### src/rtl/inst_fetch_if.sv
// rtl/inst_fetch_if.sv - byte-serial instruction memory port between fetch and memory
interface inst_fetch_if;
    logic        mem_req;
    logic [31:0] mem_addr;
    logic        mem_ack;
    logic [7:0]  mem_rdata;

    modport master (
        output mem_req,
        output mem_addr,
        input  mem_ack,
        input  mem_rdata
    );

    modport slave (
        input  mem_req,
        input  mem_addr,
        output mem_ack,
        output mem_rdata
    );
endinterface

### src/rtl/inst_fetch.sv
// rtl/inst_fetch.sv - instruction fetch stage with direct-mapped icache and byte-serial miss fill
module inst_fetch #(
    parameter int          ICACHE_IDX_W = 6,
    parameter logic [31:0] RESET_PC     = 32'h0
) (
    input  logic                clk,
    input  logic                rst,
    input  logic                stall,
    input  logic                id_jump_en,
    input  logic [31:0]         id_jpc,
    input  logic                ex_jump_en,
    input  logic [31:0]         ex_jpc,
    inst_fetch_if.master        mem,
    output logic                if_valid,
    output logic [31:0]         if_pc,
    output logic [31:0]         if_inst
);

    localparam int          ENTRIES = 1 << ICACHE_IDX_W;
    localparam int          TAG_W   = 32 - ICACHE_IDX_W - 2;
    localparam logic [31:0] NOP     = 32'h0000_0013;

    typedef enum logic [2:0] {
        IDLE,
        B0,
        B1,
        B2,
        B3
    } state_t;

    state_t state, state_nxt;

    logic [31:0] pc, pc_nxt;
    logic        req_q, req_nxt;
    logic [31:0] addr_q, addr_nxt;
    // Only the first three bytes need storing; the fourth arrives with the final ack.
    logic [23:0] asm_q, asm_nxt;
    logic        valid_nxt;
    logic [31:0] ipc_nxt;
    logic [31:0] inst_nxt;

    logic [ENTRIES-1:0] cache_valid;
    logic [TAG_W-1:0]   cache_tag  [ENTRIES];
    logic [31:0]        cache_data [ENTRIES];

    logic [ICACHE_IDX_W-1:0] idx;
    logic [TAG_W-1:0]        tag;
    logic                    hit;
    logic                    cache_we;
    logic [31:0]             fill_word;
    logic                    redirect;
    logic [31:0]             redirect_pc;

    assign idx         = pc[ICACHE_IDX_W+1:2];
    assign tag         = pc[31:ICACHE_IDX_W+2];
    assign hit         = cache_valid[idx] && (cache_tag[idx] == tag);
    assign fill_word   = {mem.mem_rdata, asm_q};
    assign redirect    = ex_jump_en || id_jump_en;
    assign redirect_pc = ex_jump_en ? ex_jpc : id_jpc;

    assign mem.mem_req  = req_q;
    assign mem.mem_addr = addr_q;

    // Next-state, next-PC, memory request and IF/ID register values.
    always_comb begin
        state_nxt = state;
        pc_nxt    = pc;
        req_nxt   = req_q;
        addr_nxt  = addr_q;
        asm_nxt   = asm_q;
        valid_nxt = if_valid;
        ipc_nxt   = if_pc;
        inst_nxt  = if_inst;
        cache_we  = 1'b0;

        if (redirect) begin
            // Abandon any partial fill and squash the sequential successor.
            pc_nxt    = redirect_pc;
            state_nxt = IDLE;
            req_nxt   = 1'b0;
            valid_nxt = 1'b0;
            inst_nxt  = NOP;
        end else begin
            case (state)
                IDLE: begin
                    if (hit) begin
                        if (!stall) begin
                            valid_nxt = 1'b1;
                            ipc_nxt   = pc;
                            inst_nxt  = cache_data[idx];
                            pc_nxt    = pc + 32'd4;
                        end
                    end else begin
                        state_nxt = B0;
                        req_nxt   = 1'b1;
                        addr_nxt  = pc;
                        if (!stall) begin
                            valid_nxt = 1'b0;
                            inst_nxt  = NOP;
                        end
                    end
                end
                B0, B1, B2: begin
                    if (!stall) begin
                        valid_nxt = 1'b0;
                        inst_nxt  = NOP;
                    end
                    if (mem.mem_ack) begin
                        addr_nxt = addr_q + 32'd1;
                        case (state)
                            B0: begin
                                asm_nxt[7:0] = mem.mem_rdata;
                                state_nxt    = B1;
                            end
                            B1: begin
                                asm_nxt[15:8] = mem.mem_rdata;
                                state_nxt     = B2;
                            end
                            default: begin
                                asm_nxt[23:16] = mem.mem_rdata;
                                state_nxt      = B3;
                            end
                        endcase
                    end
                end
                B3: begin
                    if (!stall) begin
                        valid_nxt = 1'b0;
                        inst_nxt  = NOP;
                    end
                    if (mem.mem_ack) begin
                        cache_we  = 1'b1;
                        req_nxt   = 1'b0;
                        addr_nxt  = addr_q + 32'd1;
                        state_nxt = IDLE;
                        // When stalled the word is only cached; the next IDLE lookup hits it.
                        if (!stall) begin
                            valid_nxt = 1'b1;
                            ipc_nxt   = pc;
                            inst_nxt  = fill_word;
                            pc_nxt    = pc + 32'd4;
                        end
                    end
                end
                default: begin
                    state_nxt = IDLE;
                    req_nxt   = 1'b0;
                end
            endcase
        end
    end

    // FSM state register.
    always_ff @(posedge clk or negedge rst) begin
        if (!rst) begin
            state <= IDLE;
        end else begin
            state <= state_nxt;
        end
    end

    // PC, memory port and byte assembly registers.
    always_ff @(posedge clk or negedge rst) begin
        if (!rst) begin
            pc     <= RESET_PC;
            req_q  <= 1'b0;
            addr_q <= 32'h0;
            asm_q  <= 24'h0;
        end else begin
            pc     <= pc_nxt;
            req_q  <= req_nxt;
            addr_q <= addr_nxt;
            asm_q  <= asm_nxt;
        end
    end

    // IF/ID pipeline register; resets to a NOP bubble.
    always_ff @(posedge clk or negedge rst) begin
        if (!rst) begin
            if_valid <= 1'b0;
            if_pc    <= 32'h0;
            if_inst  <= NOP;
        end else begin
            if_valid <= valid_nxt;
            if_pc    <= ipc_nxt;
            if_inst  <= inst_nxt;
        end
    end

    // Cache valid bits; cleared only by reset.
    always_ff @(posedge clk or negedge rst) begin
        if (!rst) begin
            cache_valid <= '0;
        end else if (cache_we) begin
            cache_valid[idx] <= 1'b1;
        end
    end

    // Cache tag and data arrays, written once a fill completes.
    always_ff @(posedge clk) begin
        if (cache_we) begin
            cache_tag[idx]  <= tag;
            cache_data[idx] <= fill_word;
        end
    end

endmodule

### src/flat_wrapper.sv
// flat-port wrapper written by rule: the top's interface ports become plain ports
module inst_fetch_flat 
#(
    parameter int          ICACHE_IDX_W = 6,
    parameter logic [31:0] RESET_PC     = 32'h0
)
  (clk, rst, stall, id_jump_en, id_jpc, ex_jump_en, ex_jpc, if_valid, if_pc, if_inst, mem_mem_req, mem_mem_addr, mem_mem_ack, mem_mem_rdata);
  inst_fetch_if mem_i ();
  input  logic clk;
  input  logic rst;
  input  logic stall;
  input  logic id_jump_en;
  input  logic [31:0] id_jpc;
  input  logic ex_jump_en;
  input  logic [31:0] ex_jpc;
  output logic if_valid;
  output logic [31:0] if_pc;
  output logic [31:0] if_inst;
  output wire logic [$bits(mem_i.mem_req)-1:0] mem_mem_req;
  output wire logic [$bits(mem_i.mem_addr)-1:0] mem_mem_addr;
  input wire logic [$bits(mem_i.mem_ack)-1:0] mem_mem_ack;
  input wire logic [$bits(mem_i.mem_rdata)-1:0] mem_mem_rdata;
  assign mem_mem_req = mem_i.mem_req;
  assign mem_mem_addr = mem_i.mem_addr;
  assign mem_i.mem_ack = mem_mem_ack;
  assign mem_i.mem_rdata = mem_mem_rdata;
  inst_fetch #(.ICACHE_IDX_W(ICACHE_IDX_W), .RESET_PC(RESET_PC)) u_core (.clk(clk), .rst(rst), .stall(stall), .id_jump_en(id_jump_en), .id_jpc(id_jpc), .ex_jump_en(ex_jump_en), .ex_jpc(ex_jpc), .mem(mem_i), .if_valid(if_valid), .if_pc(if_pc), .if_inst(if_inst));
endmodule
### config.mk
export PLATFORM = sky130hd
export DESIGN_NAME = inst_fetch_flat
export DESIGN_NICKNAME = d
export VERILOG_FILES = /design/src/rtl/inst_fetch_if.sv /design/src/rtl/inst_fetch.sv /design/src/flat_wrapper.sv
export SDC_FILE = /design/constraint.sdc
export NUM_CORES = 2
export LEC_CHECK = 0
export ABC_AREA = 1
export CORE_AREA = 2 2 587 735
export CTS_CLUSTER_DIAMETER = 30
export DETAILED_ROUTE_END_ITERATION = 16
export DIE_AREA = 0 0 589 737
export SKIP_CTS_REPAIR_TIMING = 1
export SYNTH_ARGS = -nofsm -noshare
export SYNTH_HDL_FRONTEND = slang
export SYNTH_SLANG_ARGS = --single-unit
### constraint.sdc
create_clock -name clk -period 11.6 [get_ports clk]
set_input_delay 1.74 -clock clk [delete_from_list [all_inputs] [get_ports clk]]
set_output_delay 1.74 -clock clk [all_outputs]
set_load 0.03 [all_outputs]
; Yosys cells after proc, flatten, opt, wreduce, memory -nomap -nowiden
; Memories as Yosys holds them, arrays and structs flattened.
; Cells that the tools add are included.
[totals]
reg_bits = 221
ramBits = 3584
inputBits = 78
wordCells = 101
n_memories = 2
[memory_table]
columns = memory, depth, width, rd, rd_clocked_by_memory_dff, wr, line
row1 = u_core.cache_data, 64, 32, 1, 0, 1, inst_fetch.sv:44  ; logic [31:0] cache_data [ENTRIES];
row2 = u_core.cache_tag, 64, 24, 1, 0, 1, inst_fetch.sv:43  ; logic [TAG_W-1:0] cache_tag [ENTRIES];
[op_classes]
add_sub_neg = 2
magnitude_cmp = 2
n_eq_ne = 15
n_mux = 46
bitwise = 3
reduce_logical = 20
[op_table]
columns = cell, n
row1 = 2-to-1 mux 32 bit, 16
row2 = one-hot mux 32 bit (2 select lines), 3
row3 = one-hot mux 32 bit (3 select lines), 1
row4 = bitwise OR 64 bit, 1
row5 = "adder 32 x 1 -> 32 bit, second input constant", 1
row6 = "adder 32 x 3 -> 32 bit, second input constant", 1
row7 = == test 24 bit, 1
row8 = AND reduction 4 bit, 5
row9 = 2-to-1 mux 1 bit, 16
row10 = 2-to-1 mux 3 bit, 4
row11 = one-hot mux 3 bit (3 select lines), 1
row12 = AND reduction 3 bit, 3
row13 = "less-than comparator 6 x 7 -> 1 bit, second input constant", 1
row14 = binary-select mux 1 bit (select 6 bit), 1
row15 = demux 1 bit (select 6 bit), 1
row16 = "== test 3 x 2 -> 1 bit, second input constant", 2
row17 = "greater-or-equal comparator 6 x 1 -> 1 bit, second input constant", 1
row18 = "inequality test 2 x 1 -> 1 bit, second input constant", 3
row19 = "inequality test 3 x 2 -> 1 bit, second input constant", 2
row20 = one-hot mux 1 bit (3 select lines), 2
row21 = one-hot mux 3 bit (2 select lines), 1
row22 = "inequality test 2 bit, second input constant", 2
row23 = "inequality test 4 bit, second input constant", 1
row24 = nonzero test 2 bit, 2
row25 = other kinds (14), 16

; Logic depth before layout (Yosys ltp)
[logic_depth]
ltp_word = 6
ltp_mapped = 29
mapped_depth_nobuf = 23

; Worst setup path before layout
; No wires, ideal clock.
[synth_timing]
kind = input -> register
from = in ex_jump_en
to = mem u_core.cache_data[52][0] (enable)
setup_time_ns = 0.471
arrival_time_ns = 5.485
path_slack_ns = 5.643
path_stages = 9
n_path_buf = 2
cell_sequence = clkbuf_1 nor2_1 clkinv_1 nor2_1 nand2_1 clkinv_1 nand2_1 clkbuf_1 nor2_1
[synth_via]
elab_chain_len = 4
[synth_lines]
columns = element, line
row1 = from (decl), flat_wrapper.sv:14  ; input logic ex_jump_en;
row2 = logical OR 1 bit, inst_fetch.sv:58  ; assign redirect = ex_jump_en || id_jump_en;
row3 = 2-to-1 mux 1 bit, inst_fetch.sv:76  ; if (redirect) begin
row4 = 2-to-1 mux 1 bit, inst_fetch.sv:201  ; if (cache_we) begin
row5 = 2-to-1 mux 1 bit (not written as such), inst_fetch.sv:203  ; cache_data[idx] <= fill_word;
row6 = to (decl), inst_fetch.sv:44
; No other way between the ends.

; Worst setup path in the final report
[layout_timing]
from = reg u_core.pc[2]
to = reg u_core.if_pc[16]
[layout_via]
elab_chain_len = 5
elab_cells_between_ends = 7
cone_classes = eq/ne (2) / mux (2) / reduce/logical (2) / memory (1)
[layout_lines]
columns = element, line
row1 = from (decl), inst_fetch.sv:33  ; logic [31:0] pc, pc_nxt;
row2 = from (signal assigned), inst_fetch.sv:170  ; pc <= pc_nxt;
row3 = memory (64 x 24 bit) / binary-select mux 1 bit (select 6 bit) (equally long branches), -
row4 = == test 24 bit / 2-to-1 mux 1 bit (equally long branches), inst_fetch.sv:56  ; assign hit = cache_valid[idx] && (cache_tag[idx] == tag);
row5 = logical AND 1 bit (*), inst_fetch.sv:56
row6 = inequality test 2 x 1 -> 1 bit (no source line) (*), -
row7 = AND reduction 4 bit (no source line) (*), -
row8 = to (signal assigned), inst_fetch.sv:185  ; if_pc <= ipc_nxt;
row9 = to (decl), inst_fetch.sv:15  ; output logic [31:0] if_pc,
; Mark *: on every way between the ends. The rest lies on a longest branch, timed or not. The select of a mux whose other input is x is not followed.
; A chain may end at the register's enable or synchronous reset.

==> run_results.csv <==
group,metric,value,unit
placed_design,gp_congestion,0.869,
global_routing,antenna_found_initial,29,
routing,viasPerCell,5.54,
clock_network,clkTransAtPathRegs,0.05,ns
floorplanning,coreArea,0.428,mm²
power,seq_power_share,41.5,%
layout,fillers,38468,
routing,wl,519000,µm
clock_network,clockRootBuffer,"clkbuf_16",
power,peakVddDrop,0.129,mV
timing,finalSetupViolations,0,
yosys,synth.area.top_cells,"edfxtp_1 72%, nand2_1 6.1%, dfrtp_1 3.7%",
yosys,syn_inst,11397,
global_routing,grt_usage,23.1,%
worst_hold_path,holdCritPathClass,"reg -> reg",
yosys,synthAdderAreaFrac,0.0168,%
timing,hold_viol_final,0,
yosys,yosys_warnings,0,
timing,max_freq,131,MHz
yosys,synth_edf_count,3584,
routing,vias,99923,
timing,rsz0062_at_grt,"no",
power,switching_share,25.7,%
routing,drt-initial-drc-count,15256,
power,pwr-share-clk,48.7,%
yosys,synthMuxAreaShare,0,%
power,power.density,210,mW/mm²
layout,nNetsFinal,11899,
outcome,status,"completed",
yosys,synth.cell_area,0.149,mm²
yosys,synth-seq-area-share,76.0,%
power,p_sw,9.68,mW
clock_network,ctsLongestPathBuffers,4,
yosys,synthFlopType,"edfxtp_1",
yosys,syn_nets,11477,
clock_network,cts.sinks,3805,
global_routing,grt_pass1_wl,717000,µm
timing,drv_slew,0,
routing,drtPass1Iterations,6,
clock_network,tritoncts,"done",
yosys,ys_ff_latch,3805,
clock_network,numCtsBuffers,604,
timing,period_needed,7.65,ns
placed_design,port_buffers,175,
floorplanning,die_h,737,µm
timing,worst_slew_pin_slew,1.26,ns
clock_network,htree_levels,6,
floorplanning,rows,269,
global_routing,overflow,0,
floorplanning,dieArea,0.434,mm²
placed_design,pre_cts_ws,3.96,ns
worst_setup_path,worst-setup-path-type,"reg -> reg",
timing,setup-tns-final,0,ns
routing,route.detailed.drc,0,
clock_network,clock_latency,0.96,ns
timing,hold_slack,0.455,ns
power,combPwrFrac,9.8,%
yosys,synth_cell_types,50,
yosys,synth_compound_area_share,8.67,%
yosys,synth_xor_area_share,0.0764,%
global_routing,grt_pass1_vias,93640,
routing,wl_per_cell,28.8,µm
job,maxCapViolations,0,
layout,final_area,0.179,mm²
timing,skew,0.0605,ns
floorplanning,start_util,34.8,%
layout,area_growth,20.1,%
worst_setup_path,crit_path_start_kind,"flop",
yosys,synth_top_area_share,72.3,%
worst_setup_path,critPathArrivalTime,8.53,ns
worst_setup_path,crit_required,12.48,ns
yosys,synth_top_family_by_area,"simple AND/OR/NAND/NOR gates",
timing,min_period_over_period,66.0,%
placed_design,dpl_cell_area,0.158,mm²
worst_setup_path,crit_path_max_fanout,210,
floorplanning,pin_count,176,
power,intPower,28.0,mW
routing,antenna_left,0,
yosys,syn-mean-instance-area,13.1,µm²
timing,fin_ws,3.95,ns
timing,slew_headroom,15.7,%
global_routing,grt_max_degree,211,
layout,drive_gt1_share,13.3,%
yosys,synth.largest_area_cell,"edfxtp_1",
placed_design,hpwl,269000,µm
worst_setup_path,end_kind,"flop",
floorplanning,fp.dieW,589,µm
power,power.total,37.6,mW
power,p_leak,64.9,nW
yosys,async_flop_share,5.81,%
yosys,yosys.area_share.simple,11.3,%
-- critical path: stages (launching register included) --
cell     delay (ns)
dfrtp_4        0.94
buf_12         0.62
buf_12         0.62
nand2_1        0.14
nand3_1        0.12
nand2_1        0.07
o21ai_0        0.54
nand2_1        0.24
nor2_1         0.23
nand3_1        0.10
nand2_1        0.10
nand3_1        0.07
nor2_1         0.15
nand2_1        0.13
nor2_2         0.35
nand2_2        0.68
nand2_2        0.28
nand2_4        0.35
nor2_4         0.92
nand2_1        0.16
nand2_1        0.13
-- power by group through the flow --
stage          combinational, mW  clock [mW]  sequential [mW]
3_5_place_dp                3.60           0             15.9
3_3_place_gp                3.59           0             15.9
5_1_grt                     3.90        19.0             15.6
2_1_floorplan               1.77           0             16.1
4_1_cts                     3.61        18.4             15.6
6_report                    3.68        18.3             15.6
-- cells in the final DEF, fill, tap and decap left out, drive strengths merged, types with 2 or more instances in the layout --
cell type / count
o22ai: 860
or2: 254
diode: 16
dfstp: 3
buf: 282
o32ai: 3
xor2: 13
edfxtp: 3584
ha: 2
o221ai: 21
a211oi: 2
o2111a: 3
nor2: 806
bufinv: 73
dfrtp: 218
a22oi: 24
nand2: 2443
o21ai: 724
o211ai: 136
o31ai: 9
nand3: 425
nor4: 13
clkbuf: 699
nand4: 92
a31oi: 4
a21oi: 41
o21bai: 3
inv: 863
a221oi: 10
nor3: 25
clkinvlp: 74
o41ai: 225
a22o: 8
clkdlybuf4s50: 164
nor3b: 2
nand3b: 6
clkinv: 207
-- final timing paths --
kind	from	to	slack, ns	depth (start not counted)
setup / recovery	u_core.pc[2]	u_core.if_pc[16]	3.95	20
hold / removal	u_core.cache_valid[49]	u_core.cache_valid[49]	0.45	2
setup reg to reg	u_core.pc[2]	u_core.if_pc[16]	3.95	20
hold reg to reg	u_core.cache_valid[49]	u_core.cache_valid[49]	0.45	2
max in group asynchronous	rst	u_core.cache_valid[60]	8.58	3
min in group asynchronous	rst	u_core.pc[1]	0.73	1
-- through the flow --
stage / std cells / utilization (%)
2_1_floorplan: 11397 / -
3_3_place_gp: 16904 / 36.9
3_5_place_dp: 16904 / 36.9
4_1_cts: 18016 / 41.8
5_1_grt: 18018 / 41.8
6_report: 18032 / 41.8
-- cells in the mapped netlist, drive strengths merged, types with 3 or more instances --
| cell | number |
|---|---|
| edfxtp | 3584 |
| nand2 | 2443 |
| o22ai | 860 |
| nor2 | 806 |
| inv | 798 |
| o21ai | 724 |
| nand3 | 425 |
| clkbuf | 317 |
| buf | 313 |
| or2 | 254 |
| o41ai | 225 |
| dfrtp | 218 |
| o211ai | 136 |
| nand4 | 92 |
| a21oi | 41 |
| nor3 | 25 |
| a22oi | 24 |
| o221ai | 21 |
| nor4 | 13 |
| xor2 | 13 |
| a221oi | 10 |
| o31ai | 9 |
| a22o | 8 |
| clkinv | 6 |
| nand3b | 6 |
| a31oi | 4 |
| dfstp | 3 |
| o2111a | 3 |
| o21bai | 3 |
| o32ai | 3 |
-- logic make-up after synthesis --
group,Yosys count
fa+ha+maj,2
simple gates,4069
xor+xnor,13
flops,3805
buf+inv,1434
compound gates,2074
-- flip-flops by register name, summed over array words and instances (netlist names) --
signal / flops
u_core.cache_valid: 64
u_core.pc: 32
u_core.cache_tag: 1536
u_core.mem.mem_addr: 32
u_core.if_valid: 1
u_core.state: 3
u_core.mem.mem_req: 1
u_core.asm_q: 24
u_core.if_pc: 32
u_core.cache_data: 2048
u_core.if_inst: 32
-- cell type report --
class	instances	area, µm²	share of cell area [%]
Sequential cell	3805	113000	63.3
Multi-Input combinational cell	6158	30600	17.1
Clock buffer	699	16000	8.96
Tap cell	5691	7120	3.98
Clock inverter	413	4730	2.64
Timing Repair Buffer	446	4100	2.29
Inverter	804	3040	1.70
Antenna cell	16	40.0	0.0224
-- per-layer routing --
metal	GRT usage (%)	up-vias	share of wire, %
li1	-	42340	-
met3	4.39	1158	10
met5	0	-	0.017
met4	11.6	12	5.4
met2	37.9	6359	47
met1	29.4	50054	37
(Power assumes the default switching activity.)
